==> src/rtl/fetch_unit_if.sv <==
`default_nettype none
// ============================================================================
//  Module      : fetch_unit_if
//  Description : Instruction-memory read port and CPU issue handshake used by
//                fetch_unit. The master side is the fetch unit; the slave side
//                is the memory/CPU pair it feeds.
//  Revision    : 1.0 - initial release
// ============================================================================
interface fetch_unit_if;
  logic [7:0]  mem_addr;     // instruction memory address
  logic        mem_rd;       // memory read strobe
  logic [15:0] mem_rdata;    // read data, valid one cycle after mem_rd
  logic [15:0] cpu_instr;    // registered instruction word
  logic        cpu_load;     // instruction-register load strobe
  logic        cpu_start;    // execute strobe
  logic        cpu_waiting;  // CPU ready for a new instruction

  modport master (
    output mem_addr,
    output mem_rd,
    input  mem_rdata,
    output cpu_instr,
    output cpu_load,
    output cpu_start,
    input  cpu_waiting
  );

  modport slave (
    input  mem_addr,
    input  mem_rd,
    output mem_rdata,
    input  cpu_instr,
    input  cpu_load,
    input  cpu_start,
    output cpu_waiting
  );
endinterface
`default_nettype wire

==> src/rtl/fetch_unit.sv <==
`default_nettype none
// ============================================================================
//  Module      : fetch_unit
//  Description : Fetches 16-bit instruction words from an 8-bit addressed
//                memory and issues them one at a time to a CPU through a
//                load/start/waiting handshake. Supports free-running (run)
//                and single-step (step) operation.
//  Options     : FETCH_HALT_EN - when defined, a fetched word with opcode
//                bits[15:13] = 3'b111 parks the unit in HALT until reset.
//  Revision    : 1.0 - initial release
// ============================================================================
module fetch_unit #(
  parameter logic [7:0] START_PC = 8'h00
) (
  input  wire logic        clk,
  input  wire logic        rst_n,
  input  wire logic        i_run,
  input  wire logic        i_step,
  fetch_unit_if.master     bus,
  output logic [7:0]       o_pc,
  output logic             o_busy,
  output logic             o_halted,
  output logic [15:0]      o_instr_count
);

  typedef enum logic [2:0] {
    S_IDLE      = 3'd0,
    S_READ      = 3'd1,
    S_LATCH     = 3'd2,
    S_LOAD      = 3'd3,
    S_START     = 3'd4,
    S_WAIT_BUSY = 3'd5,
    S_WAIT_DONE = 3'd6,
    S_HALT      = 3'd7
  } state_t;

  localparam logic [15:0] c_COUNT_MAX = 16'hFFFF;

  state_t      r_state;
  state_t      w_next;
  logic [7:0]  r_pc;
  logic [15:0] r_instr;
  logic [15:0] r_count;

  logic        w_halt_word;
  logic        w_latch;
  logic        w_retire;
  logic        w_mem_rd;
  logic        w_cpu_load;
  logic        w_cpu_start;

`ifdef FETCH_HALT_EN
  // A halt opcode is recognised on the word arriving during LATCH.
  assign w_halt_word = (bus.mem_rdata[15:13] == 3'b111);
`else
  assign w_halt_word = 1'b0;
`endif

  // State register; reset wins on any edge it is low, even mid-instruction.
  always_ff @(posedge clk) begin
    if (!rst_n) begin
      r_state <= S_IDLE;
    end else begin
      r_state <= w_next;
    end
  end

  // Next-state decode and per-state strobes.
  always_comb begin
    w_next      = r_state;
    w_latch     = 1'b0;
    w_retire    = 1'b0;
    w_mem_rd    = 1'b0;
    w_cpu_load  = 1'b0;
    w_cpu_start = 1'b0;
    case (r_state)
      S_IDLE: begin
        // run and step together behave exactly like run
        if (i_run || i_step) begin
          w_next = S_READ;
        end
      end
      S_READ: begin
        w_mem_rd = 1'b1;
        w_next   = S_LATCH;
      end
      S_LATCH: begin
        // A halt word is dropped here so it never reaches the CPU.
        if (w_halt_word) begin
          w_next = S_HALT;
        end else begin
          w_latch = 1'b1;
          w_next  = S_LOAD;
        end
      end
      S_LOAD: begin
        w_cpu_load = 1'b1;
        w_next     = S_START;
      end
      S_START: begin
        w_cpu_start = 1'b1;
        w_next      = S_WAIT_BUSY;
      end
      S_WAIT_BUSY: begin
        if (!bus.cpu_waiting) begin
          w_next = S_WAIT_DONE;
        end
      end
      S_WAIT_DONE: begin
        // run is only consulted here, so dropping it mid-flight lets the
        // current instruction finish before returning to IDLE.
        if (bus.cpu_waiting) begin
          w_retire = 1'b1;
          w_next   = i_run ? S_READ : S_IDLE;
        end
      end
      S_HALT: begin
        w_next = S_HALT;
      end
      default: begin
        w_next = S_IDLE;
      end
    endcase
  end

  // Instruction register, program counter and retired-instruction counter.
  always_ff @(posedge clk) begin
    if (!rst_n) begin
      r_pc    <= START_PC;
      r_instr <= 16'h0000;
      r_count <= 16'h0000;
    end else begin
      if (w_latch) begin
        r_instr <= bus.mem_rdata;
      end
      if (w_retire) begin
        r_pc <= r_pc + 8'd1;
        if (r_count != c_COUNT_MAX) begin
          r_count <= r_count + 16'd1;
        end
      end
    end
  end

  assign bus.mem_addr  = r_pc;
  assign bus.mem_rd    = w_mem_rd;
  assign bus.cpu_instr = r_instr;
  assign bus.cpu_load  = w_cpu_load;
  assign bus.cpu_start = w_cpu_start;

  assign o_pc          = r_pc;
  assign o_instr_count = r_count;
  assign o_busy        = (r_state != S_IDLE) && (r_state != S_HALT);

`ifdef FETCH_HALT_EN
  assign o_halted = (r_state == S_HALT);
`else
  assign o_halted = 1'b0;
`endif

endmodule
`default_nettype wire

==> src/flat_wrapper.sv <==
// flat-port wrapper written by rule: the top's interface ports become plain ports
module fetch_unit_flat 
#(
  parameter logic [7:0] START_PC = 8'h00
)
  (clk, rst_n, i_run, i_step, o_pc, o_busy, o_halted, o_instr_count, bus_mem_addr, bus_mem_rd, bus_mem_rdata, bus_cpu_instr, bus_cpu_load, bus_cpu_start, bus_cpu_waiting);
  fetch_unit_if bus_i ();
  input  wire logic clk;
  input  wire logic rst_n;
  input  wire logic i_run;
  input  wire logic i_step;
  output logic [7:0] o_pc;
  output logic o_busy;
  output logic o_halted;
  output logic [15:0] o_instr_count;
  output wire logic [$bits(bus_i.mem_addr)-1:0] bus_mem_addr;
  output wire logic [$bits(bus_i.mem_rd)-1:0] bus_mem_rd;
  input wire logic [$bits(bus_i.mem_rdata)-1:0] bus_mem_rdata;
  output wire logic [$bits(bus_i.cpu_instr)-1:0] bus_cpu_instr;
  output wire logic [$bits(bus_i.cpu_load)-1:0] bus_cpu_load;
  output wire logic [$bits(bus_i.cpu_start)-1:0] bus_cpu_start;
  input wire logic [$bits(bus_i.cpu_waiting)-1:0] bus_cpu_waiting;
  assign bus_mem_addr = bus_i.mem_addr;
  assign bus_mem_rd = bus_i.mem_rd;
  assign bus_i.mem_rdata = bus_mem_rdata;
  assign bus_cpu_instr = bus_i.cpu_instr;
  assign bus_cpu_load = bus_i.cpu_load;
  assign bus_cpu_start = bus_i.cpu_start;
  assign bus_i.cpu_waiting = bus_cpu_waiting;
  fetch_unit #(.START_PC(START_PC)) u_core (.clk(clk), .rst_n(rst_n), .i_run(i_run), .i_step(i_step), .bus(bus_i), .o_pc(o_pc), .o_busy(o_busy), .o_halted(o_halted), .o_instr_count(o_instr_count));
endmodule
==> config.mk <==
export PLATFORM = sky130hd
export DESIGN_NAME = fetch_unit_flat
export DESIGN_NICKNAME = d
export VERILOG_FILES = /design/src/rtl/fetch_unit_if.sv /design/src/rtl/fetch_unit.sv /design/src/flat_wrapper.sv
export SDC_FILE = /design/constraint.sdc
export NUM_CORES = 1
export LEC_CHECK = 0
export BUFFER_PORTS_ARGS = -buffer_cell sky130_fd_sc_hd__buf_2
export CORE_MARGIN = 2
export CORE_UTILIZATION = 28
export DETAILED_ROUTE_END_ITERATION = 6
export SLEW_MARGIN = 10
export SYNTH_ARGS = -nofsm -noshare
export SYNTH_HDL_FRONTEND = slang
export SYNTH_SLANG_ARGS = --single-unit
==> constraint.sdc <==
create_clock -name clk -period 2.2 [get_ports clk]
set_clock_uncertainty 0.05 [all_clocks]
set_input_delay 0 -clock clk [delete_from_list [all_inputs] [get_ports clk]]
set_output_delay 0 -clock clk [all_outputs]
set_load 0.005 [all_outputs]
==> metrics <==
PwrDens 613 mW/mm²; Clk Latency, worst-skew pair 0.29 ns; Worst setup EP type flip-flop; crit path time final 1.83 ns; most common cell after layout, fill and taps aside buf_2; Slew HR 0.580; row cnt 30; FF/Latch Area 861 µm²; critical-path cell list and4b_1 > buf_4 > nand4_1 > or3_1 > a21oi_1; Worst setup SP type flip-flop; Clock Sinks 43; CP Data Arrival Time 2.01 ns; Synth Instances 238; initial antenna violation count 0; Final Max Tran Viols 0; htree depth 2; vias in the first global route 1815; DRC violations left 0; routed len/inst 12.2 µm; number of nets in the layout 340; Top FF cell, synth dfxtp_1; Setup TNS 0 ns; layout cells sized above 1 0.292; root buf cell clkbuf_8; total track usage 0.132; largest net degree at the start of global routing 19; outcome complete, no violations; peak fanout along the critical path 12; Hold Crit Class in -> reg; final setup vio count 0; RSZ-0062 raised after global routing false; met3 usage 0.0332; GR Util met1 0.152; area grow syn2layout 33.5%; Num CTS Buffers 5; Synthesized Nets 261; non-filler instance count after layout 414; Crit-path slowest cell dfxtp_1; ANT nets after route 0; GR peak layer met2; Max Cap Violations 0; grt total ovfl 0; num ports 74; Req. time, crit path 2.38 ns; static leakage 1.21 nW; maximum vdd drop 241 µV; die width 88.9 µm; worst setup path class reg -> reg; Filler cells 713; Seq/Total Area, Yosys 0.427; FF+latch count, synth 43; most frequent cells in the layout buf_2, nand2_1, dfxtp_1, a21oi_1, dlygate4sd3_1; WL final 5060 µm; Std-Cell Core Area 0.00687 mm²; Chip Height 88.9 µm; placed insts 390; Via density 4.71; fin util 0.392; Worst-Margin Slew 0.629 ns; Fin. Hold Viols 0; via count 1951; Syn. warnings 0; Port Buffers 72; synthesized cell area 0.00202 mm²; DRT Pass-1 Iters 4; ratio of final minimum period to clock period 0.832; CTS Buffer Depth 2; ys async rst share 0; RD Place Congestion 0.741; CP peak stage delay 0.57 ns; initial core utilization 0.294; Synth Area per Inst 8.48 µm²; number of synthesized flops with an enable pin 0; drt initial violations 78; Die Footprint 0.00790 mm²; CTS clk-pin slew, worst paths 0.09 ns; fmax 546 MHz; CTS tree yes; Synth cell types 44; first-pass GRT wire length 8150 µm; area taken by multi-input logic gates 0.00102 mm²; met2 usage 0.235; ANT cells 0; HPWL Detailed 3500 µm
## path summary, 6_finish.rpt
| kind | start | endpoint | slack [ns] | cells after the start |
|---|---|---|---|---|
| worst max register to register | u_core.r_state[1] | u_core.o_instr_count[4] | 0.37 | 5 |
| worst min register to register | u_core.bus.cpu_instr[7] | u_core.bus.cpu_instr[7] | 0.40 | 2 |
| worst max-delay path | u_core.r_state[1] | u_core.o_instr_count[4] | 0.37 | 5 |
| worst min-delay path | rst_n | u_core.o_instr_count[6] | 0.01 | 2 |
## cells by family (layout without fill, tap and decap cells)
family | after synthesis | after routing | synth area share
xor gates and xnor gates | 8 | 8 | 0.0347
adders and majority gates | 2 | 2 | 0.0124
muxes | 1 | 1 | 0.00496
other | 1 | 1 | 0.00186
and+or+nand+nor | 108 | 108 | 0.298
AOI/OAI and AO/OA | 51 | 51 | 0.155
DFF | 43 | 43 | 0.427
buffers and inverters | 24 | 104 | 0.0670
## sequential cells by signal, summed over array words and instances (netlist names), named ones only
signal,cells
u_core.bus.cpu_instr,16
u_core.bus.mem_addr,8
u_core.o_instr_count,16
u_core.r_state,2
## worst max-delay path: cells and delay by family, from the launching register on
family | cells | cell delay (ns)
and+or+nand+nor | 3 | 0.78
DFF | 1 | 0.57
buffers and inverters | 1 | 0.20
AOI/OAI and AO/OA | 1 | 0.15
## power breakdown
group | internal [mW] | switching [mW]
Combinational | 0.0870 | 0.0896
Sequential | 0.805 | 0.0244
Clock | 0.368 | 0.278
## synthesized netlist by cell type (all sizes together), types with 3 or more instances
cell type / number / area (µm²)
clkbuf: 8 / 30.0
nor4: 4 / 52.6
nand4: 7 / 56.3
a21oi: 25 / 125
o31ai: 4 / 30.0
nand2: 44 / 165
and3: 7 / 43.8
xor2: 5 / 43.8
nor2: 10 / 37.5
buf: 14 / 97.6
nand3: 6 / 30.0
and2: 4 / 25.0
dfxtp: 43 / 861
or3: 6 / 37.5
a21boi: 4 / 30.0
o21ai: 6 / 30.0
xnor2: 3 / 26.3
nor3: 7 / 35.0
## routing by layer
layer	vias up	part of all wire
li1	993	-
met1	903	0.45
met2	51	0.50
met3	4	0.046
met4	0	0.011
met5	-	0
## repair_timing
action,4_1_cts,5_1_grt
gates resized for setup,0,0
hold buffers,16,0
setup buffers,0,0
hold endpoints to repair,16,0
endpoints found under the setup margin,0,0
## per-stage QoR
stage / power, mW / worst slack (ns) / cell area [µm²] / hold slack (ns)
2_1_floorplan: 0.937 / 0.513 / 2020 / 0.0860
3_3_place_gp: 1.00 / 0.429 / 2420 / 0.190
3_5_place_dp: 1.00 / 0.379 / 2420 / 0.195
4_1_cts: 1.68 / 0.368 / 2690 / 0.00406
5_1_grt: 1.74 / 0.217 / 2690 / 0.0221
6_report: 1.65 / 0.369 / 2690 / 0.0117
## area by class of cell
cell class	count	area share
clock buffers	6	0.0307
clock inverters	2	0.0130
inverters	2	0.00279
multi-input cells	171	0.379
flip-flops and latches	43	0.320
well taps	96	0.0446
repair buffers	94	0.210
(Power assumes the default switching activity.)
